**config.mk**
```make
export PLATFORM = sky130hd
export DESIGN_NAME = pulse_seq_gen
export DESIGN_NICKNAME = d
export VERILOG_FILES = /design/src/rtl/pulse_seq_pkg.sv /design/src/rtl/pulse_seq_gen_seg_timer.sv /design/src/rtl/pulse_seq_gen.sv
export SDC_FILE = /design/constraint.sdc
export NUM_CORES = 1
export LEC_CHECK = 0
export CAP_MARGIN = 20
export CELL_PAD_IN_SITES_DETAIL_PLACEMENT = 1
export CELL_PAD_IN_SITES_GLOBAL_PLACEMENT = 1
export CORE_MARGIN = 1.5
export CORE_UTILIZATION = 41
export CTS_BUF_LIST = sky130_fd_sc_hd__clkbuf_8
export DETAILED_ROUTE_END_ITERATION = 16
export GPL_TIMING_DRIVEN = 0
export HOLD_SLACK_MARGIN = 0.12
export PLACE_DENSITY = 0.79
export SKIP_LAST_GASP = 1
export SYNTH_ARGS = -nofsm -noshare
export SYNTH_HDL_FRONTEND = slang
export SYNTH_HIERARCHICAL = 1
export SYNTH_SLANG_ARGS = --single-unit
```
**constraint.sdc**
```tcl
create_clock -name clk -period 4.5 [get_ports clk]
set_clock_uncertainty 0.1 [all_clocks]
set_input_delay 1.35 -clock clk [delete_from_list [all_inputs] [get_ports clk]]
set_output_delay 1.35 -clock clk [all_outputs]
set_load 0.02 [all_outputs]
```
**src/rtl/pulse_seq_pkg.sv**
```systemverilog
// Shared types and helpers for the programming/readback pulse sequencer.
package pulse_seq_pkg;

    // Segment currently being driven onto the DAC bus.
    typedef enum logic [2:0] {
        IDLE      = 3'd0,
        READ_HI   = 3'd1,
        READ_GAP  = 3'd2,
        WRITE_HI  = 3'd3,
        WRITE_GAP = 3'd4
    } state_t;

    // DAC code for 0 V on a mid-scale offset-binary converter.
    localparam int ZERO_CODE_DEF = 128;

    // Cycles in one sweep, with zero widths clamped to one cycle.
    function automatic int sweep_len(input int num_write, input int read_width,
                                     input int write_width, input int gap_width);
        int rw;
        int ww;
        int gw;
        rw = (read_width  == 0) ? 1 : read_width;
        ww = (write_width == 0) ? 1 : write_width;
        gw = (gap_width   == 0) ? 1 : gap_width;
        return (num_write + 1) * (rw + gw) + num_write * (ww + gw);
    endfunction

endpackage

```
**src/rtl/pulse_seq_gen_seg_timer.sv**
```systemverilog
// Segment down-counter: loaded with (width-1) on segment entry, expires at 0.
module seg_timer #(
    parameter int CNT_W = 22
) (
    input  logic             clk,
    input  logic             reset,
    input  logic             load,
    input  logic [CNT_W-1:0] load_val,
    output logic [CNT_W-1:0] count,
    output logic             expire
);

    logic [CNT_W-1:0] r_count;

    // Reload on segment entry, otherwise count down and hold at zero.
    always_ff @(posedge clk) begin
        if (reset) begin
            r_count <= '0;
        end else if (load) begin
            r_count <= load_val;
        end else if (r_count != '0) begin
            r_count <= r_count - CNT_W'(1);
        end
    end

    assign count  = r_count;
    assign expire = (r_count == '0);

endmodule

```
**src/rtl/pulse_seq_gen.sv**
```systemverilog
// Read/write/read DAC pulse sweep generator with repeat, abort and readback strobe.
//
// Handshake: start is sampled only while busy=0 and abort=0; on that edge the
// run-time settings are latched and busy rises. busy stays high for the whole
// sweep set; done pulses for one cycle on the edge busy falls after normal
// completion (never after abort or reset). start on the done cycle is honoured.
module pulse_seq_gen
    import pulse_seq_pkg::*;
#(
    parameter int DAC_W     = 8,
    parameter int NUM_WRITE = 3,
    parameter int CNT_W     = 22,
    parameter int ZERO_CODE = ZERO_CODE_DEF
) (
    input  logic                           clk,
    input  logic                           reset,
    input  logic                           start,
    input  logic                           abort,
    input  logic [NUM_WRITE-1:0]           write_mask,
    input  logic [DAC_W-1:0]               read_amp,
    input  logic [DAC_W-1:0]               write_amp,
    input  logic [CNT_W-1:0]               read_width,
    input  logic [CNT_W-1:0]               write_width,
    input  logic [CNT_W-1:0]               gap_width,
    input  logic [7:0]                     cycles,
    output logic [DAC_W-1:0]               pulse,
    output logic                           busy,
    output logic                           done,
    output logic                           sample_strobe,
    output logic [$clog2(NUM_WRITE+1)-1:0] slot_idx,
    output state_t                         state_dbg,
    output logic [CNT_W-1:0]               seg_count_dbg
);

    localparam int               SLOT_W    = $clog2(NUM_WRITE + 1);
    localparam logic [SLOT_W-1:0] LAST_SLOT = SLOT_W'(NUM_WRITE);
    localparam logic [DAC_W-1:0]  ZERO      = DAC_W'(ZERO_CODE);

    // Registered state and settings latched at start.
    state_t                 r_state;
    logic [NUM_WRITE-1:0]   r_mask;
    logic [DAC_W-1:0]       r_read_amp;
    logic [DAC_W-1:0]       r_write_amp;
    logic [CNT_W-1:0]       r_rw_m1;
    logic [CNT_W-1:0]       r_ww_m1;
    logic [CNT_W-1:0]       r_gw_m1;
    logic [7:0]             r_cycles;
    logic [7:0]             r_rep;
    logic [SLOT_W-1:0]      r_slot;
    logic [DAC_W-1:0]       r_pulse;
    logic                   r_busy;
    logic                   r_done;

    // Next-state values and timer control.
    state_t                 w_state_nxt;
    logic [DAC_W-1:0]       w_pulse_nxt;
    logic                   w_busy_nxt;
    logic                   w_done_nxt;
    logic [SLOT_W-1:0]      w_slot_nxt;
    logic [7:0]             w_rep_nxt;
    logic                   w_latch;
    logic                   w_load;
    logic [CNT_W-1:0]       w_load_val;
    logic                   w_expire;
    logic [CNT_W-1:0]       w_count;
    logic [NUM_WRITE-1:0]   w_mask_sh;
    logic [CNT_W-1:0]       w_in_rw_m1;
    logic [CNT_W-1:0]       w_in_ww_m1;
    logic [CNT_W-1:0]       w_in_gw_m1;
    logic [7:0]             w_in_cycles;

    // Zero widths and a zero repeat count behave as one.
    assign w_in_rw_m1  = (read_width  == '0) ? '0 : read_width  - CNT_W'(1);
    assign w_in_ww_m1  = (write_width == '0) ? '0 : write_width - CNT_W'(1);
    assign w_in_gw_m1  = (gap_width   == '0) ? '0 : gap_width   - CNT_W'(1);
    assign w_in_cycles = (cycles == 8'd0) ? 8'd1 : cycles;
    assign w_mask_sh   = r_mask >> r_slot;

    seg_timer #(
        .CNT_W (CNT_W)
    ) u_seg_timer (
        .clk      (clk),
        .reset    (reset),
        .load     (w_load),
        .load_val (w_load_val),
        .count    (w_count),
        .expire   (w_expire)
    );

    // State, output and latched-setting registers.
    always_ff @(posedge clk) begin
        if (reset) begin
            r_state     <= IDLE;
            r_mask      <= '0;
            r_read_amp  <= '0;
            r_write_amp <= '0;
            r_rw_m1     <= '0;
            r_ww_m1     <= '0;
            r_gw_m1     <= '0;
            r_cycles    <= '0;
            r_rep       <= '0;
            r_slot      <= '0;
            r_pulse     <= ZERO;
            r_busy      <= 1'b0;
            r_done      <= 1'b0;
        end else begin
            r_state <= w_state_nxt;
            r_rep   <= w_rep_nxt;
            r_slot  <= w_slot_nxt;
            r_pulse <= w_pulse_nxt;
            r_busy  <= w_busy_nxt;
            r_done  <= w_done_nxt;
            if (w_latch) begin
                r_mask      <= write_mask;
                r_read_amp  <= read_amp;
                r_write_amp <= write_amp;
                r_rw_m1     <= w_in_rw_m1;
                r_ww_m1     <= w_in_ww_m1;
                r_gw_m1     <= w_in_gw_m1;
                r_cycles    <= w_in_cycles;
            end
        end
    end

    // Segment sequencing: each segment's code is registered on its entry edge.
    always_comb begin
        w_state_nxt = r_state;
        w_pulse_nxt = r_pulse;
        w_busy_nxt  = r_busy;
        w_done_nxt  = 1'b0;
        w_slot_nxt  = r_slot;
        w_rep_nxt   = r_rep;
        w_latch     = 1'b0;
        w_load      = 1'b0;
        w_load_val  = '0;
        if (r_state == IDLE) begin
            if (start && !abort) begin
                w_latch     = 1'b1;
                w_state_nxt = READ_HI;
                w_load      = 1'b1;
                w_load_val  = w_in_rw_m1;
                w_pulse_nxt = read_amp;
                w_busy_nxt  = 1'b1;
                w_slot_nxt  = '0;
                w_rep_nxt   = 8'd0;
            end
        end else if (abort) begin
            w_state_nxt = IDLE;
            w_pulse_nxt = ZERO;
            w_busy_nxt  = 1'b0;
        end else if (w_expire) begin
            case (r_state)
                READ_HI: begin
                    w_state_nxt = READ_GAP;
                    w_load      = 1'b1;
                    w_load_val  = r_gw_m1;
                    w_pulse_nxt = ZERO;
                end
                READ_GAP: begin
                    if (r_slot == LAST_SLOT) begin
                        if (r_rep + 8'd1 == r_cycles) begin
                            w_state_nxt = IDLE;
                            w_busy_nxt  = 1'b0;
                            w_done_nxt  = 1'b1;
                            w_pulse_nxt = ZERO;
                        end else begin
                            w_rep_nxt   = r_rep + 8'd1;
                            w_slot_nxt  = '0;
                            w_state_nxt = READ_HI;
                            w_load      = 1'b1;
                            w_load_val  = r_rw_m1;
                            w_pulse_nxt = r_read_amp;
                        end
                    end else begin
                        w_state_nxt = WRITE_HI;
                        w_load      = 1'b1;
                        w_load_val  = r_ww_m1;
                        w_pulse_nxt = w_mask_sh[0] ? r_write_amp : ZERO;
                    end
                end
                WRITE_HI: begin
                    w_state_nxt = WRITE_GAP;
                    w_load      = 1'b1;
                    w_load_val  = r_gw_m1;
                    w_pulse_nxt = ZERO;
                end
                WRITE_GAP: begin
                    w_slot_nxt  = r_slot + SLOT_W'(1);
                    w_state_nxt = READ_HI;
                    w_load      = 1'b1;
                    w_load_val  = r_rw_m1;
                    w_pulse_nxt = r_read_amp;
                end
                default: begin
                    w_state_nxt = IDLE;
                    w_pulse_nxt = ZERO;
                    w_busy_nxt  = 1'b0;
                end
            endcase
        end
    end

    assign pulse         = r_pulse;
    assign busy          = r_busy;
    assign done          = r_done;
    assign slot_idx      = r_slot;
    assign sample_strobe = (r_state == READ_HI) && w_expire;
    assign state_dbg     = r_state;
    assign seg_count_dbg = w_count;

endmodule
```
; Yosys cells after proc, flatten, opt, wreduce, memory -nomap -nowiden
; Index checks and enable logic that the tools add are counted.
[totals]
reg_bits = 138
in_bits = 97
out_inout_bits = 38
wordCells = 119
[op_classes]
add_sub_neg = 6
n_eq_ne = 14
shifts = 1
mux = 58
n_bitwise = 3
n_reduce_logical = 23
[ops]
columns = cell, count
row1 = $mux W22, 11
row2 = $mux W8, 15
row3 = $logic_not A22 Y1, 4
row4 = $sub A22 B1 Y22 const B, 4
row5 = $pmux W22 S3, 1
row6 = $reduce_bool A22 Y1, 1
row7 = $pmux W8 S2, 1
row8 = $mux W1, 15
row9 = $mux W3, 5
row10 = $mux W2, 6
row11 = $pmux W3 S4, 1
row12 = $reduce_and A6 Y1, 2
row13 = $add A8 B1 Y8 const B, 1
row14 = $eq A8 B8 Y1, 1
row15 = $logic_not A8 Y1, 1
row16 = $ne A4 B4 Y1 const B, 2
row17 = $reduce_bool A2 Y1, 4
row18 = $eq A3 B2 Y1 const B, 2
row19 = $ne A3 B3 Y1 const B, 2
row20 = $reduce_bool A3 Y1, 2
row21 = $reduce_or A6 Y1, 1
row22 = $reduce_and A5 Y1, 1
row23 = $ne A2 B1 Y1 const B, 2
row24 = $pmux W1 S2, 2
row25 = other kinds (15), 18

; Depth between registers and ports, before layout
; Gate-level depths: netlist of the first run.
[depth]
word_depth = 9
mapped_depth = 16
depth_no_buf = 12

; Cells and area by module
; Netlist of the first run, hierarchy kept.
[modules_own_cells]
columns = module, n_inst, cells_each, area_per_inst_um2, seq_area_each_um2
row1 = pulse_seq_gen, 1, 892, 6822.8, 2322.2
row2 = seg_timer, 1, 145, 1201.2, 440.4

; Worst setup path after synthesis of the first run
; Ideal clock, no wire load.
[synth_path]
path_type = flip-flop to flip-flop
startpoint = reg u_seg_timer.r_count[0], in the netlist u_seg_timer/count[0]
endpoint = reg u_seg_timer.r_count[8], in the netlist u_seg_timer/count[8]
setup_ns = 0.069
t_arrival_ns = 3.655
required_time_ns = 4.331
path_slack_ns = 0.676
path_stages_with_launch = 17
path_buffers = 4
synth_period_minus_slack_ns = 3.824
cell_sequence = dfxtp_1 > inv_1 > ha_1 > nor4b_1 > nand4_1 > nor3_2 > inv_1 > or3_1 > clkbuf_1 > clkbuf_1 > o21ai_0 > clkbuf_1 > clkinv_1 > nor2_1 > clkbuf_1 > nand2_1 > o21ai_1
[synth_via]
elab_chain_len = 5
word_cells_on_any_way = 12
classes_between = 1 x add/sub / 8 x mux / 3 x reduce/logical
[synth_lines]
columns = item, line_no
row1 = "start, declared", pulse_seq_gen_seg_timer.sv:13  ; logic [CNT_W-1:0] r_count;
row2 = "start signal, assigned", pulse_seq_gen_seg_timer.sv:20  ; r_count <= load_val;
row3 = "start signal, assigned", pulse_seq_gen_seg_timer.sv:22  ; r_count <= r_count - CNT_W'(1);
row4 = $logic_not A22 Y1 *, pulse_seq_gen_seg_timer.sv:27  ; assign expire = (r_count == '0);
row5 = named net w_expire, pulse_seq_gen.sv:64  ; logic w_expire;
row6 = $mux W1 *, pulse_seq_gen.sv:151  ; end else if (w_expire) begin
row7 = $mux W1 *, pulse_seq_gen.sv:147  ; end else if (abort) begin
row8 = $mux W1 *, pulse_seq_gen.sv:136  ; if (r_state == IDLE) begin
row9 = named net w_load, pulse_seq_gen.sv:62  ; logic w_load;
row10 = $mux W22 or $reduce_bool A2 Y1 (tied branches), --
; Mark *: on every way through the listed nets, which the timed path passes. The rest lies on a longest branch. The select of a mux whose other input is x is not followed.
; A chain may end at the register's enable or synchronous reset.

; Worst setup path after layout of the first run
[layout_path]
startpoint = reg u_seg_timer.r_count[0], in the netlist u_seg_timer/count[0]
endpoint = reg u_seg_timer.r_count[9], in the netlist u_seg_timer/count[9]
; The elaborated chain is that of the path after synthesis.

==> results of run 1 <==
==> power by group through the flow <==
stage	Combinational (mW)	Sequential, mW	Clock, mW
4_1_cts	1.57	1.55	1.07
3_3_place_gp	1.51	1.57	0
3_5_place_dp	1.54	1.58	0
2_1_floorplan	0.871	1.64	0
5_1_grt	1.74	1.58	1.13
6_report	1.60	1.56	1.06
==> path summary, 6_finish.rpt <==
| kind | end | cells past startpoint | slack [ps] |
|---|---|---|---|
| worst min register to register | r_gw_m1[13] | 2 | 360 |
| worst min-delay path | r_gw_m1[13] | 2 | 360 |
| worst max-delay path | u_seg_timer/count[9] | 16 | 250 |
| worst max register to register | u_seg_timer/count[9] | 16 | 250 |
==> registers in the layout, summed over array words and instances, names as in the netlist <==
name	flops
busy	1
done	1
pulse	8
r_cycles	8
r_gw_m1	22
r_mask	3
r_read_amp	8
r_rep	8
r_rw_m1	22
r_write_amp	8
r_ww_m1	22
slot_idx	2
state_dbg	3
u_seg_timer/count	22
==> cell families (layout without fill, tap and decap cells) <==
group	after synthesis	in the layout	share of synthesized area, %
adders and majority gates	6	6	0.936
xor gates and xnor gates	69	69	7.53
and+or+nand+nor	438	438	27.5
buffers and inverters	79	249	3.99
DFF	138	138	34.4
AOI/OAI and AO/OA	299	299	24.6
muxes	8	8	1.01
==> repair_timing <==
action,in CTS,in global routing
pin swaps,1,1
buffers inserted,2,1
cloned,0,0
gates resized for setup,4,8
setup endpoints to repair,21,11
==> cell usage in the layout, fill, tap and decap left out, types with 33 or more instances in the layout <==
| cell | instances |
|---|---|
| nor3_1 | 43 |
| dfxtp_1 | 138 |
| a21oi_1 | 101 |
| o21ai_0 | 40 |
| clkbuf_1 | 50 |
| xnor2_1 | 36 |
| xor2_1 | 33 |
| nor2_1 | 85 |
| clkdlybuf4s50_1 | 133 |
| nand2_1 | 148 |
==> critical path, cell delays in order (launching register included) <==
cell      delay (ps)
dfxtp_1          390
inv_1            120
ha_1             210
nor4b_1          270
nand4_1          230
nor3_4           330
inv_1            170
or3_1            360
clkbuf_1         210
clkbuf_1         270
o21ai_0          320
clkbuf_4         280
clkinv_2         180
nor2_2           260
clkbuf_2         290
nand2_1           90
o21ai_1           90
==> metal layers <==
layer | part of all wire, % | track usage (%)
met1 | 47 | 40.8
met2 | 46 | 48.5
met3 | 4.7 | 4.33
met4 | 1.5 | 8.36
met5 | 0 | 0
==> final cells by class <==
cell class              instances  share of cell area [%]
flip-flops and latches        138                    27.2
repair buffers                139                    13.6
well taps                     260                    3.21
multi-input cells             820                    48.8
clock buffers                  19                    2.58
clock inverters                12                    1.38
inverters                      16                   0.604
plain buffers                  63                    2.64
==> impl_metrics.tcl, run 1 <==
set metrics [dict create \
    status "finished clean" \
    die_area_um2 20400 \
    fillerInstances 2375 \
    synth.most_common_cell "nand2_1" \
    synthArstFlopShare_pct 0 \
    fin_crit_ps 4250 \
    drv_cap 0 \
    synth_warnings 6 \
    core.rowCount 50 \
    tns_ps 0 \
    antenna_found_initial 0 \
    placedCellCount 1432 \
    endpoint_kind "flop" \
    dr.pass1.iters 4 \
    synthTopCellsByArea "dfxtp_1 (34%), nand2_1 (6.9%), a21oi_1 (6.3%), nor2_1 (4.0%), xnor2_1 (3.9%)" \
    grt_max_degree 17 \
    p_leak_nw 3.48 \
    finalNetCount 1298 \
    synthTopCellsByCount "nand2_1 (148), dfxtp_1 (138), a21oi_1 (101)" \
    worst-setup-path-type "reg2reg" \
    io-pin-count 135 \
    fin_crit_sh_pct 94.4 \
    holdBufCountCts 0 \
    fin_cells 1467 \
    hold_ws_ps 356 \
    grt_setup_unrepaired "false" \
    htree_levels 4 \
    final_area_um2 10100 \
    antenna_left 0 \
    combinationalPowerShare_pct 37.9 \
    fp.dieH_um 143 \
    p_int_mw 2.57 \
    synth_sequential_area_ratio_pct 34.4 \
    placed_area_um2 9700 \
    synth_top_area_cell "dfxtp_1" \
    power.density_nw_per_um2 415 \
    rr_startpoint "u_seg_timer/count[0]" \
    multi_input_area_um2 4950 \
    irDropWorstVdd_mv 0.193 \
    drc_errors 0 \
    netlist_area_um2 8020 \
    clock_sinks 138 \
    cp.required_ps 4790 \
    min_path_type "reg2reg" \
    worst_pin_slew_ps 1030 \
    area_growth_pct 26.5 \
    pre_cts_slack_ps -830 \
    crit_path_start "u_seg_timer/count[0]" \
    synth_edf_count 0 \
    netlist_instances 1037 \
    clkPwrFrac_pct 25.2 \
    drive_above_1_share_pct 5.80 \
    final_hold_viol_count 0 \
    grt_pass1_vias 8535 \
    cts_tree "built" \
    synth_top_cell_area_share_pct 34.4 \
    cp-start-kind "flop" \
    vias_per_cell 5.82 \
    p_total_mw 4.21 \
    utilization_pct 53.5 \
    track_usage_pct 29.7 \
    fp.dieW_um 143 \
    slew_headroom_pct 31.0 \
    core-area_um2 19000 \
    power_switching_share_pct 39.1 \
    p_switching_mw 1.65 \
    drt-wirelength-per-cell_um 20.2 \
    clkTransAtPathRegs_ps 90 \
    synth.net_count 1140 \
    setup_viol 0 \
    start_util_pct 42.3 \
    routabilityCongestion 0.853 \
    grt-ovfl-total 0 \
    numPortBuffers 134 \
    ys_ff_latch 138 \
    cts.path.max_buffers 2 \
    arrival_ps 4540 \
    ys.flop_type "dfxtp_1" \
    vias 8536 \
    routed_wl_mm 29.7 \
    max_freq_ghz 0.235 \
    maxSlewViolCount 0 \
    antennaDiodeCount 0 \
    path_max_fanout 10 \
    min-delay-start "r_gw_m1[13]" \
    worst_slack_ps 253 \
    clock-root-buffer "clkbuf_8" \
    regArea_um2 2760 \
    dp_hpwl_mm 22.8 \
    pwr-share-seq_pct 36.9 \
    grt_pass1_wl_mm 46.9 \
    cts_buffers 17 \
    insertion_delay_ps 470 \
    ys_types 79 \
    drt_first_iter_violations 497 \
    syn_area_per_cell_um2 7.74 \
]
Power figures use the tool's default switching activity.
==> run 2, diff against run 1 <==
--- a/config.mk
+++ b/config.mk
@@ -5,7 +5,6 @@
 export SDC_FILE = /design/constraint.sdc
 export NUM_CORES = 1
 export LEC_CHECK = 0
-export CAP_MARGIN = 20
 export CELL_PAD_IN_SITES_DETAIL_PLACEMENT = 1
 export CELL_PAD_IN_SITES_GLOBAL_PLACEMENT = 1
 export CORE_MARGIN = 1.5
==> impl_metrics.tcl, run 2 (synthesis gave the netlist of run 1 again) <==
set metrics [dict create \
    min_path_type "reg2reg" \
    status "finished clean" \
    max_freq_ghz 0.240 \
    grt_pass1_vias 8558 \
    path_max_fanout 10 \
    path_delay_family "simple AND/OR/NAND/NOR gates" \
    p_total_mw 4.19 \
    drt_first_iter_violations 528 \
    setup_viol 0 \
    core.rowCount 50 \
    fp.dieH_um 143 \
    cp_slowest_cell "dfxtp_1" \
    power.density_nw_per_um2 414 \
    antenna_found_initial 0 \
    clock_sinks 138 \
    worst-setup-path-type "reg2reg" \
    clkTransAtPathRegs_ps 90 \
    worst_slack_ps 336 \
    grt-ovfl-total 0 \
    routed_wl_mm 29.4 \
    drive_above_1_share_pct 5.72 \
    track_usage_pct 29.6 \
    layout_common_cells "nand2_1 (148), dfxtp_1 (138), clkdlybuf4s50_1 (133), a21oi_1 (101), nor2_1 (85)" \
    worst_pin_slew_ps 1450 \
    antennaDiodeCount 0 \
    cts_tree "built" \
    vias 8562 \
    grt_pass1_wl_mm 46.5 \
    fillerInstances 2366 \
    wirelength_met1_mm 13.8 \
    vias_per_cell 5.84 \
    cts_buffers 17 \
    io-pin-count 135 \
    cts.path.max_buffers 2 \
    fin_crit_ps 4160 \
    insertion_delay_ps 470 \
    top_layer_used "met4" \
    clock-root-buffer "clkbuf_8" \
    cpPeakStageDelay_ps 390 \
    routabilityCongestion 0.853 \
    finalNetCount 1296 \
    drt-wirelength-per-cell_um 20.0 \
    p_leak_nw 3.47 \
    drv_cap 0 \
    area_growth_pct 26.2 \
    htree_levels 4 \
    cp.required_ps 4800 \
    grt_setup_unrepaired "false" \
    slew_headroom_pct 3.06 \
    endpoint_kind "flop" \
    fin_crit_sh_pct 92.5 \
    die_area_um2 20400 \
    pre_cts_slack_ps -821 \
    cp_num_buf_inv 7 \
    grt_max_degree 17 \
    antenna_left 0 \
    core-area_um2 19000 \
    arrival_ps 4460 \
    start_util_pct 42.3 \
    numPortBuffers 134 \
    dp_hpwl_mm 22.8 \
    cp-start-kind "flop" \
    final_common_cell "nand2_1" \
    dr.pass1.iters 7 \
    irDropWorstVdd_mv 0.185 \
    final_hold_viol_count 0 \
    fp.dieW_um 143 \
    maxSlewViolCount 0 \
    path_cells "inv_1, ha_1, nor4b_1, nand4_1, nor3_4, inv_1, or3_1, clkbuf_1, clkbuf_1, o21ai_1, clkbuf_2, clkinv_2, nor2_2, clkbuf_2, nand2_1, o21ai_1" \
    met2_length_mm 13.6 \
    wl_met3_mm 1.43 \
    drc_errors 0 \
]
run 2: power breakdown:
group / switching (mW) / internal [mW] / total (mW)
registers: 0.182 / 1.37 / 1.56
logic: 0.922 / 0.665 / 1.59
clock network: 0.572 / 0.477 / 1.05
run 2: worst reg2reg max path, cell delays in order, from the launching register on:
cell	delay, ps
dfxtp_1	390
inv_1	110
ha_1	210
nor4b_1	260
nand4_1	230
nor3_4	340
inv_1	180
or3_1	370
clkbuf_1	210
clkbuf_1	270
o21ai_1	230
clkbuf_2	270
clkinv_2	210
nor2_2	250
clkbuf_2	280
nand2_1	100
o21ai_1	90
run 2: per-stage QoR:
step,hold WS (ps),instances,TNS (ps),utilization [%],area [um2]
after floorplan,325,1037,0,-,8020
after global placement,338,1431,-10980,51.1,9690
after detailed placement,346,1431,-10410,51.1,9690
after CTS,357,1465,0,53.4,10100
after global routing,383,1466,0,53.4,10100
final,360,1466,0,53.4,10100
run 2: path summary, 6_finish.rpt:
kind | startpoint | to | slack (ps) | cells past startpoint
worst max-delay path | u_seg_timer/count[0] | u_seg_timer/count[9] | 340 | 16
worst min-delay path | r_gw_m1[13] | r_gw_m1[13] | 360 | 2
worst min register to register | r_gw_m1[13] | r_gw_m1[13] | 360 | 2
worst max register to register | u_seg_timer/count[0] | u_seg_timer/count[9] | 340 | 16
run 2: repair_timing:
item | 4_1_cts | 5_1_grt
gates resized for setup | 5 | 5
buffers inserted | 2 | 1
setup endpoints to repair | 21 | 15
hold buffers | 0 | 0
pin swaps | 1 | 1
gates cloned | 0 | 0
run 2: cell type report:
class	instances	area, um2	share of cell area [%]
clock inverters	14	151	1.49
plain buffers	63	265	2.62
flip-flops and latches	138	2760	27.3
repair buffers	137	1370	13.5
multi-input cells	820	4950	48.9
inverters	16	61.3	0.605
clock buffers	18	248	2.45
well taps	260	325	3.21
run 2: per-layer routing:
metal	track usage (%)	up-vias
li1	-	4102
met1	41.0	4169
met2	48.1	256
met3	3.52	35
met4	8.95	0
met5	0	-
